==> config.mk <==
export PLATFORM = sky130hd
export DESIGN_NAME = timer_ctrl
export DESIGN_NICKNAME = d
export VERILOG_FILES = /design/src/rtl/timer_ctrl.sv
export SDC_FILE = /design/constraint.sdc
export NUM_CORES = 1
export LEC_CHECK = 0
export CORE_MARGIN = 5
export CORE_UTILIZATION = 42
export CTS_BUF_LIST = sky130_fd_sc_hd__clkbuf_16
export CTS_CLUSTER_DIAMETER = 30
export DETAILED_ROUTE_END_ITERATION = 6
export GPL_ROUTABILITY_DRIVEN = 0
export HOLD_SLACK_MARGIN = 0.03
export PLACE_DENSITY = 0.75
export SLEW_MARGIN = 20
export SYNTH_ARGS = -nofsm -noshare
export SYNTH_HDL_FRONTEND = slang
export SYNTH_SLANG_ARGS = --single-unit
==> constraint.sdc <==
create_clock -name clk -period 1.85 [get_ports clk]
set_clock_uncertainty 0.05 [all_clocks]
set_input_delay 0.37 -clock clk [delete_from_list [all_inputs] [get_ports clk]]
set_output_delay 0.37 -clock clk [all_outputs]
set_load 0.01 [all_outputs]
==> src/rtl/timer_ctrl.sv <==
// timer_ctrl: keypad entry, load and cook/pause/done sequencing in front of the BCD down-counter chain.
// Latency: loadn/mag_on/done/beep registered (valid the cycle after the deciding event); en combinational from tick.
// Backpressure: none; strobes are consumed in the cycle they appear, ignored when the current state has no use for them.
//
// Ports:
//   clk, clr        system clock; asynchronous active-high reset
//   digit/_valid    keypad BCD digit and its one-cycle strobe
//   start, stop     one-cycle strobes: start/resume, pause/clear
//   door_closed     level, 1 = door closed
//   tick            one-cycle 1 Hz enable
//   timer_zero      counter chain reached 00:00
//   data            {min_tens,min_ones,sec_tens,sec_ones} load value, always equal to the entry register
//   loadn           active-low parallel load, low for the single LOAD cycle
//   en              counter count enable
//   mag_on          magnetron drive
//   done            one-cycle pulse on cook completion
//   beep            buzzer drive
//
// Build option: TIMER_CTRL_BEEP_EN -- when defined, DONE holds beep high for DONE_TICKS tick pulses;
// when undefined, beep is tied low and DONE lasts a single cycle.

module timer_ctrl #(
  parameter int DONE_TICKS = 3
) (
  input  logic        clk,
  input  logic        clr,
  input  logic [3:0]  digit,
  input  logic        digit_valid,
  input  logic        start,
  input  logic        stop,
  input  logic        door_closed,
  input  logic        tick,
  input  logic        timer_zero,
  output logic [15:0] data,
  output logic        loadn,
  output logic        en,
  output logic        mag_on,
  output logic        done,
  output logic        beep
);

  typedef enum logic [2:0] {
    S_IDLE  = 3'd0,
    S_ENTRY = 3'd1,
    S_LOAD  = 3'd2,
    S_COOK  = 3'd3,
    S_PAUSE = 3'd4,
    S_DONE  = 3'd5
  } state_t;

  state_t      state, state_nxt;
  logic [15:0] entry, entry_nxt;
  logic        digit_ok;
  logic        start_ok;
  logic        loadn_d, mag_on_d, done_d;

  assign digit_ok = digit_valid && (digit <= 4'd9);
  // A time is accepted only with the door shut, something to count, and a legal seconds-tens digit.
  assign start_ok = door_closed && (entry != 16'h0000) && (entry[7:4] <= 4'd5);
  assign data     = entry;

`ifdef TIMER_CTRL_BEEP_EN
  localparam int CW = (DONE_TICKS > 1) ? $clog2(DONE_TICKS) : 1;
  logic [CW-1:0] tick_cnt, tick_cnt_nxt;
  logic          beep_d;
`endif

  // State register
  always_ff @(posedge clk or posedge clr) begin
    if (clr) begin
      state <= S_IDLE;
      entry <= 16'h0000;
`ifdef TIMER_CTRL_BEEP_EN
      tick_cnt <= '0;
`endif
    end else begin
      state <= state_nxt;
      entry <= entry_nxt;
`ifdef TIMER_CTRL_BEEP_EN
      tick_cnt <= tick_cnt_nxt;
`endif
    end
  end

  // Next-state logic; the order of tests inside each state encodes event priority
  // (stop over start, start over digit, timer_zero over stop/door).
  always_comb begin
    state_nxt = state;
    entry_nxt = entry;
`ifdef TIMER_CTRL_BEEP_EN
    tick_cnt_nxt = tick_cnt;
`endif
    unique case (state)
      S_IDLE: begin
        if (digit_ok) begin
          entry_nxt = {entry[11:0], digit};
          state_nxt = S_ENTRY;
        end
      end
      S_ENTRY: begin
        if (stop) begin
          entry_nxt = 16'h0000;
          state_nxt = S_IDLE;
        end else if (start) begin
          // A rejected start still swallows a coincident digit.
          if (start_ok) state_nxt = S_LOAD;
        end else if (digit_ok) begin
          entry_nxt = {entry[11:0], digit};
        end
      end
      S_LOAD: begin
        state_nxt = S_COOK;
      end
      S_COOK: begin
`ifdef TIMER_CTRL_BEEP_EN
        tick_cnt_nxt = '0;
`endif
        if (timer_zero)                state_nxt = S_DONE;
        else if (stop || !door_closed) state_nxt = S_PAUSE;
      end
      S_PAUSE: begin
        if (stop) begin
          entry_nxt = 16'h0000;
          state_nxt = S_IDLE;
        end else if (start && door_closed) begin
          state_nxt = S_COOK;
        end
      end
      S_DONE: begin
        if (stop || digit_valid) begin
          entry_nxt = 16'h0000;
          state_nxt = S_IDLE;
        end else begin
`ifdef TIMER_CTRL_BEEP_EN
          if (tick) begin
            if (tick_cnt == CW'(DONE_TICKS - 1)) begin
              entry_nxt = 16'h0000;
              state_nxt = S_IDLE;
            end else begin
              tick_cnt_nxt = tick_cnt + 1'b1;
            end
          end
`else
          entry_nxt = 16'h0000;
          state_nxt = S_IDLE;
`endif
        end
      end
      default: begin
        entry_nxt = 16'h0000;
        state_nxt = S_IDLE;
      end
    endcase
  end

  // Output logic: registered outputs are decoded from the state being entered,
  // so they line up with the state itself.
  always_comb begin
    en       = (state == S_COOK) && tick && door_closed && !timer_zero;
    loadn_d  = (state_nxt != S_LOAD);
    mag_on_d = (state_nxt == S_COOK);
    done_d   = (state_nxt == S_DONE) && (state != S_DONE);
`ifdef TIMER_CTRL_BEEP_EN
    beep_d   = (state_nxt == S_DONE);
`endif
  end

  always_ff @(posedge clk or posedge clr) begin
    if (clr) begin
      loadn  <= 1'b1;
      mag_on <= 1'b0;
      done   <= 1'b0;
    end else begin
      loadn  <= loadn_d;
      mag_on <= mag_on_d;
      done   <= done_d;
    end
  end

`ifdef TIMER_CTRL_BEEP_EN
  always_ff @(posedge clk or posedge clr) begin
    if (clr) beep <= 1'b0;
    else     beep <= beep_d;
  end
`else
  assign beep = 1'b0;
`endif

endmodule
**Word level (Yosys, flattened, before mapping)**

Index checks and enable logic that the tools add are counted.

- Register bits: 22
- Input bits: 12
- Output and inout port bits: 21
- Logic and storage cells: 47

- $lt $le $gt $ge: 2
- Equal/unequal tests: 10
- Multiplexer cells: 14
- Bitwise gates (word level): 1
- Reduce and logical (&&, ||, !) cells: 15

Operators by type and width:

| cell | count |
|---|---|
| $mux W16 | 4 |
| $pmux W16 S4 | 1 |
| $mux W3 | 8 |
| $reduce_bool A16 Y1 | 1 |
| $pmux W3 S5 | 1 |
| $eq A3 B2 Y1 const B | 3 |
| $logic_and A1 B1 Y1 | 8 |
| $eq A3 B3 Y1 const B | 2 |
| $ne A3 B3 Y1 const B | 2 |
| $le A4 B3 Y1 const B | 1 |
| $le A4 B4 Y1 const B | 1 |
| $eq A3 B1 Y1 const B | 1 |
| $logic_not A3 Y1 | 1 |
| $ne A3 B2 Y1 const B | 1 |
| $reduce_and A3 Y1 | 1 |
| $logic_not A1 Y1 | 2 |
| $ne A2 B2 Y1 const B | 1 |
| $reduce_or A2 Y1 | 1 |
| $logic_or A1 B1 Y1 | 1 |
| $not A1 Y1 | 1 |

**Longest topological paths before layout**

Gate-level depths: netlist (run 1).

- Depth after elaboration: 9
- Depth in mapped cells: 7
- Gate-level depth less buffers: 4

**Least setup slack after synthesis (run 1)**

OpenSTA, ideal clock, no wires.

- Path kind: register to register
- Start point: reg state[2]
- End point: reg entry[11], in the netlist data[11]
- Library setup time: 0.079 ns
- Arrival: 1.691 ns
- Required time: 1.721 ns
- Setup slack: 0.030 ns
- Cell stages (with the launch flop): 8
- Buffers on the path: 3
- Period minus slack after synthesis: 1.820 ns
- Cells stage by stage: dfrtp_1 buf_6 nor4b_2 or4b_4 nor2b_2 buf_6 buf_12 mux2i_1

- Longest elaborated chain between the ends: 4
- Elaborated cells between the ends (all ways): 11
- Those cells by class: 6 x eq/ne; 1 x mux; 1 x bitwise; 3 x reduce/logical

RTL lines:

| item | RTL line | text |
|---|---|---|
| start, declared | 51 | `state_t state, state_nxt;` |
| start signal, assigned | 77 | `state <= state_nxt;` |
| parallel branches: the longest is 4 deep, another holds $pmux W16 S4 | - |  |
| end signal, assigned | 78 | `entry <= entry_nxt;` |
| end, declared | 52 | `logic [15:0] entry, entry_nxt;` |

Several ways; the timed one is not identified.
A chain may end at the register's enable or synchronous reset.

**Final worst setup path (run 1)**

- Start point: reg state[1]
- End point: reg entry[10], in the netlist data[10]

Same word-level chain as after synthesis.

==> impl_results.rst, run 1 <==
.. list-table::
   :header-rows: 1

   * - Metric
     - Value
   * - Cell area after synthesis
     - approximately 1100 um2
   * - Antenna fix cells
     - 0
   * - RSZ-0062 raised after global routing
     - yes
   * - Crit start category
     - flop
   * - Total Die Area
     - between 3000 and 4000 um2
   * - Remaining Overflow, GRT
     - 0
   * - Effective utilization at floorplan
     - roughly 45%
   * - Ratio of total power to cell area
     - 1600 nW/um2
   * - Area of the core
     - ~2500 um2
   * - Launch point of the worst path
     - state[1]
   * - Shortest clock period the worst path allows after layout
     - 1830 ps
   * - H-tree depth
     - 1
   * - Fraction of met2 tracks used by global routing
     - a little under a third
   * - Width of the die
     - 61.8 um
   * - Number of pins exceeding their max-slew limit in the final report
     - 0
   * - Proportion of layout cells with a drive suffix above 1
     - roughly a fifth
   * - Vertical die dimension
     - between 60 and 70 um
   * - Wire length of the first global-routing pass
     - 4890 um
   * - Status
     - finished, final reports clean
   * - Number of buffers added to fix hold violations after cts
     - 0
   * - Crit path capture type
     - flop
   * - Number of buffers between clock root and the deepest sink
     - 2
   * - GRT Max-Usage Layer
     - met2
   * - Maximum vdd ir drop
     - between 1000 and 1500 uV
   * - Number of placement rows
     - 18
   * - Total power draw
     - approximately 2.7 mW
   * - Register area
     - around 550 um2
   * - Path depth of the worst reg2reg path
     - 5
   * - Top-level I/O count
     - 33
   * - Post-DRT Antenna Nets
     - 0
   * - Insertion delay to the later sink of the worst-skew pair
     - ~260 ps
   * - Number of endpoints with negative hold slack in the final report
     - 0
   * - Path type of the worst setup path
     - reg -> reg
   * - CTS tree
     - done
   * - Share of the yosys chip area belonging to registers
     - 48.9%
   * - Length of the first detailed-routing pass in iterations
     - 4
   * - Post-detailed-routing wire length
     - 3010 um
   * - Overall track demand over capacity in global routing
     - around 17%
   * - Number of antenna violations at the first check in global routing
     - 0
   * - Number of global-route vias before repair
     - 1040
   * - Largest net degree at the start of global routing
     - 19
   * - Number of sinks handled by clock tree synthesis
     - 22
   * - Vias per std cell
     - 5.57
   * - Most frequently used flop master after synthesis
     - dfrtp_1
   * - Number of remaining DRC errors
     - 0
   * - CTS Root Buffer Type
     - clkbuf_16
   * - HPWL Detailed
     - 2100 um
   * - Async set-reset flop share out of synthesis
     - 100%
   * - Routed len/inst
     - roughly 16 um
   * - Signed area change from the synthesized netlist to the final layout
     - 51.6%
   * - R2R Path Start
     - state[1]
   * - Global-route track usage on met3
     - 4.75%
   * - Layout fillers
     - a little under 200
   * - Static leakage power
     - roughly 0.76 nW
   * - Number of violations reported at the end of detailed-routing iteration 0
     - 43
   * - Total of flip-flops plus latches after synthesis
     - 22
   * - Number of cells produced by synthesis
     - between 100 and 150
   * - Global Route met1 Usage
     - roughly a fifth
   * - Distinct cell type count of the synthesized netlist
     - 32
   * - Via count
     - approximately 1000
   * - Total Neg Setup Slack
     - 0 ps
   * - Fin util
     - a little under 70%
   * - Peak Freq
     - ~550 MHz
   * - Number of setup violations in the final report
     - 0
   * - Mapped Avg Cell Area
     - approximately 11 um2
   * - Number of buffers added on ports
     - 31
   * - Clock transition at the register clock pins on the worst setup and hold paths after CTS
     - around 60 ps
   * - Required arrival time at the worst endpoint
     - roughly 2000 ps
   * - Critical Path Fanout Max
     - 8
   * - Area of combinational cells with multiple inputs
     - between 500 and 600 um2
   * - Max Cap Violations
     - 0
   * - Min-Delay Path Class
     - in -> async
   * - # nets final
     - between 150 and 200
   * - Data arrival, critical path
     - about 2000 ps
   * - Share of the clock period used by the worst path
     - between 90% and 100%
   * - EDFF count, synth
     - 0
   * - Number of nets produced by synthesis
     - ~120
   * - Clock buffers created by TritonCTS
     - 3
   * - Number of synthesis warnings
     - 0
[flip-flops by register name, summed over array words and instances, names as in the netlist]
name    cells
done        1
mag_on      1
loadn       1
data       16
state       3
[through the flow]
stage / hold WS (ps) / instances / worst slack (ps) / area (um2)
2_1_floorplan: 308 / 105 / 29.6 / 1130
3_3_place_gp: 497 / 174 / -308 / 1530
3_5_place_dp: 511 / 174 / -382 / 1530
4_1_cts: 311 / 183 / -6.41 / 1710
5_1_grt: 322 / 183 / -47.9 / 1710
6_report: 290 / 183 / 23.0 / 1710
[synthesized netlist by cell type (3+ instances only)]
cell       n  area share [%]
nand2_1    6             2.0
dfrtp_1   21              47
nand2b_1   3             1.7
nor2b_1    3             1.7
o21ai_0    4             1.8
nor4_1     3             1.7
mux2i_1   14              12
nand3_1   21             9.3
[layer usage]
layer,share of wire [%],up-vias
li1,-,485
met1,42,503
met2,52,30
met3,5.6,2
met4,0.40,0
met5,0,-
[kinds of logic (layout without fill, tap and decap cells)]
| logic type | after synthesis | count (layout) | synth area share [%] |
|---|---|---|---|
| and+or+nand+nor | 50 | 50 | 26.3 |
| DFF | 22 | 22 | 48.9 |
| muxes | 14 | 14 | 12.4 |
| AOI/OAI and AO/OA | 11 | 11 | 6.44 |
| buffers and inverters | 7 | 55 | 5.55 |
| other | 1 | 1 | 0.333 |
[final timing paths]
path,slack [ps],endpoint
min reg2reg,530,data[13]
min in group clk,530,data[13]
min,290,mag_on
max in group asynchronous,960,data[11]
max,20,data[10]
max reg2reg,20,data[10]
[cell usage in the layout, fill, tap and decap left out, drive strengths merged]
cell type      instances
clkdlybuf4s50         28
nand3                 21
dfrtp                 21
buf                   18
mux2i                 14
nand2                  6
o21ai                  6
clkbuf                 5
nor2b                  4
nand2b                 3
nor4                   3
nor4b                  3
nor3                   2
nand4                  2
and2                   2
dlygate4sd2            2
nor4bb                 1
or4b                   1
a21oi                  1
nand4b                 1
a21o                   1
inv                    1
nor2                   1
a211o                  1
o211a                  1
o221a                  1
conb                   1
bufinv                 1
dfstp                  1
[layout make-up]
type                            instances  area share, %
Multi-Input combinational cell         76           31.3
Inverter                                1          0.220
Sequential cell                        22           32.4
Tap cell                               30           2.20
Timing Repair Buffer                   50           27.8
Clock buffer                            3           4.39
Clock inverter                          1           1.76
[power by group]
group / internal [mW] / switching, mW
registers: 0.669 / 0.177
logic: 0.699 / 0.571
clock network: 0.430 / 0.180
total: 1.80 / 0.928
[worst max-delay path, cell delays in order, from the launching register on]
cell     delay, ps
dfrtp_1        400
nor2b_1        170
or4b_4         550
nor2b_4        190
buf_12         160
mux2i_2        220
[timing repair]
action,CTS,global route
resized for setup,6,7
gates cloned,1,0
setup buffers,4,0
endpoints found under the hold margin,0,0
setup endpoints to repair,17,17
Power figures use the tool's default switching activity.
==> inputs of run 2 (changes only) <==
--- a/config.mk
+++ b/config.mk
@@ -9,6 +9,7 @@
 export CORE_UTILIZATION = 42
 export CTS_BUF_LIST = sky130_fd_sc_hd__clkbuf_16
 export CTS_CLUSTER_DIAMETER = 30
+export CTS_CLUSTER_SIZE = 14
 export DETAILED_ROUTE_END_ITERATION = 6
 export GPL_ROUTABILITY_DRIVEN = 0
 export HOLD_SLACK_MARGIN = 0.03
==> results of run 2 <==
The final DEF is identical to that of run 1; final timing and power are the same.
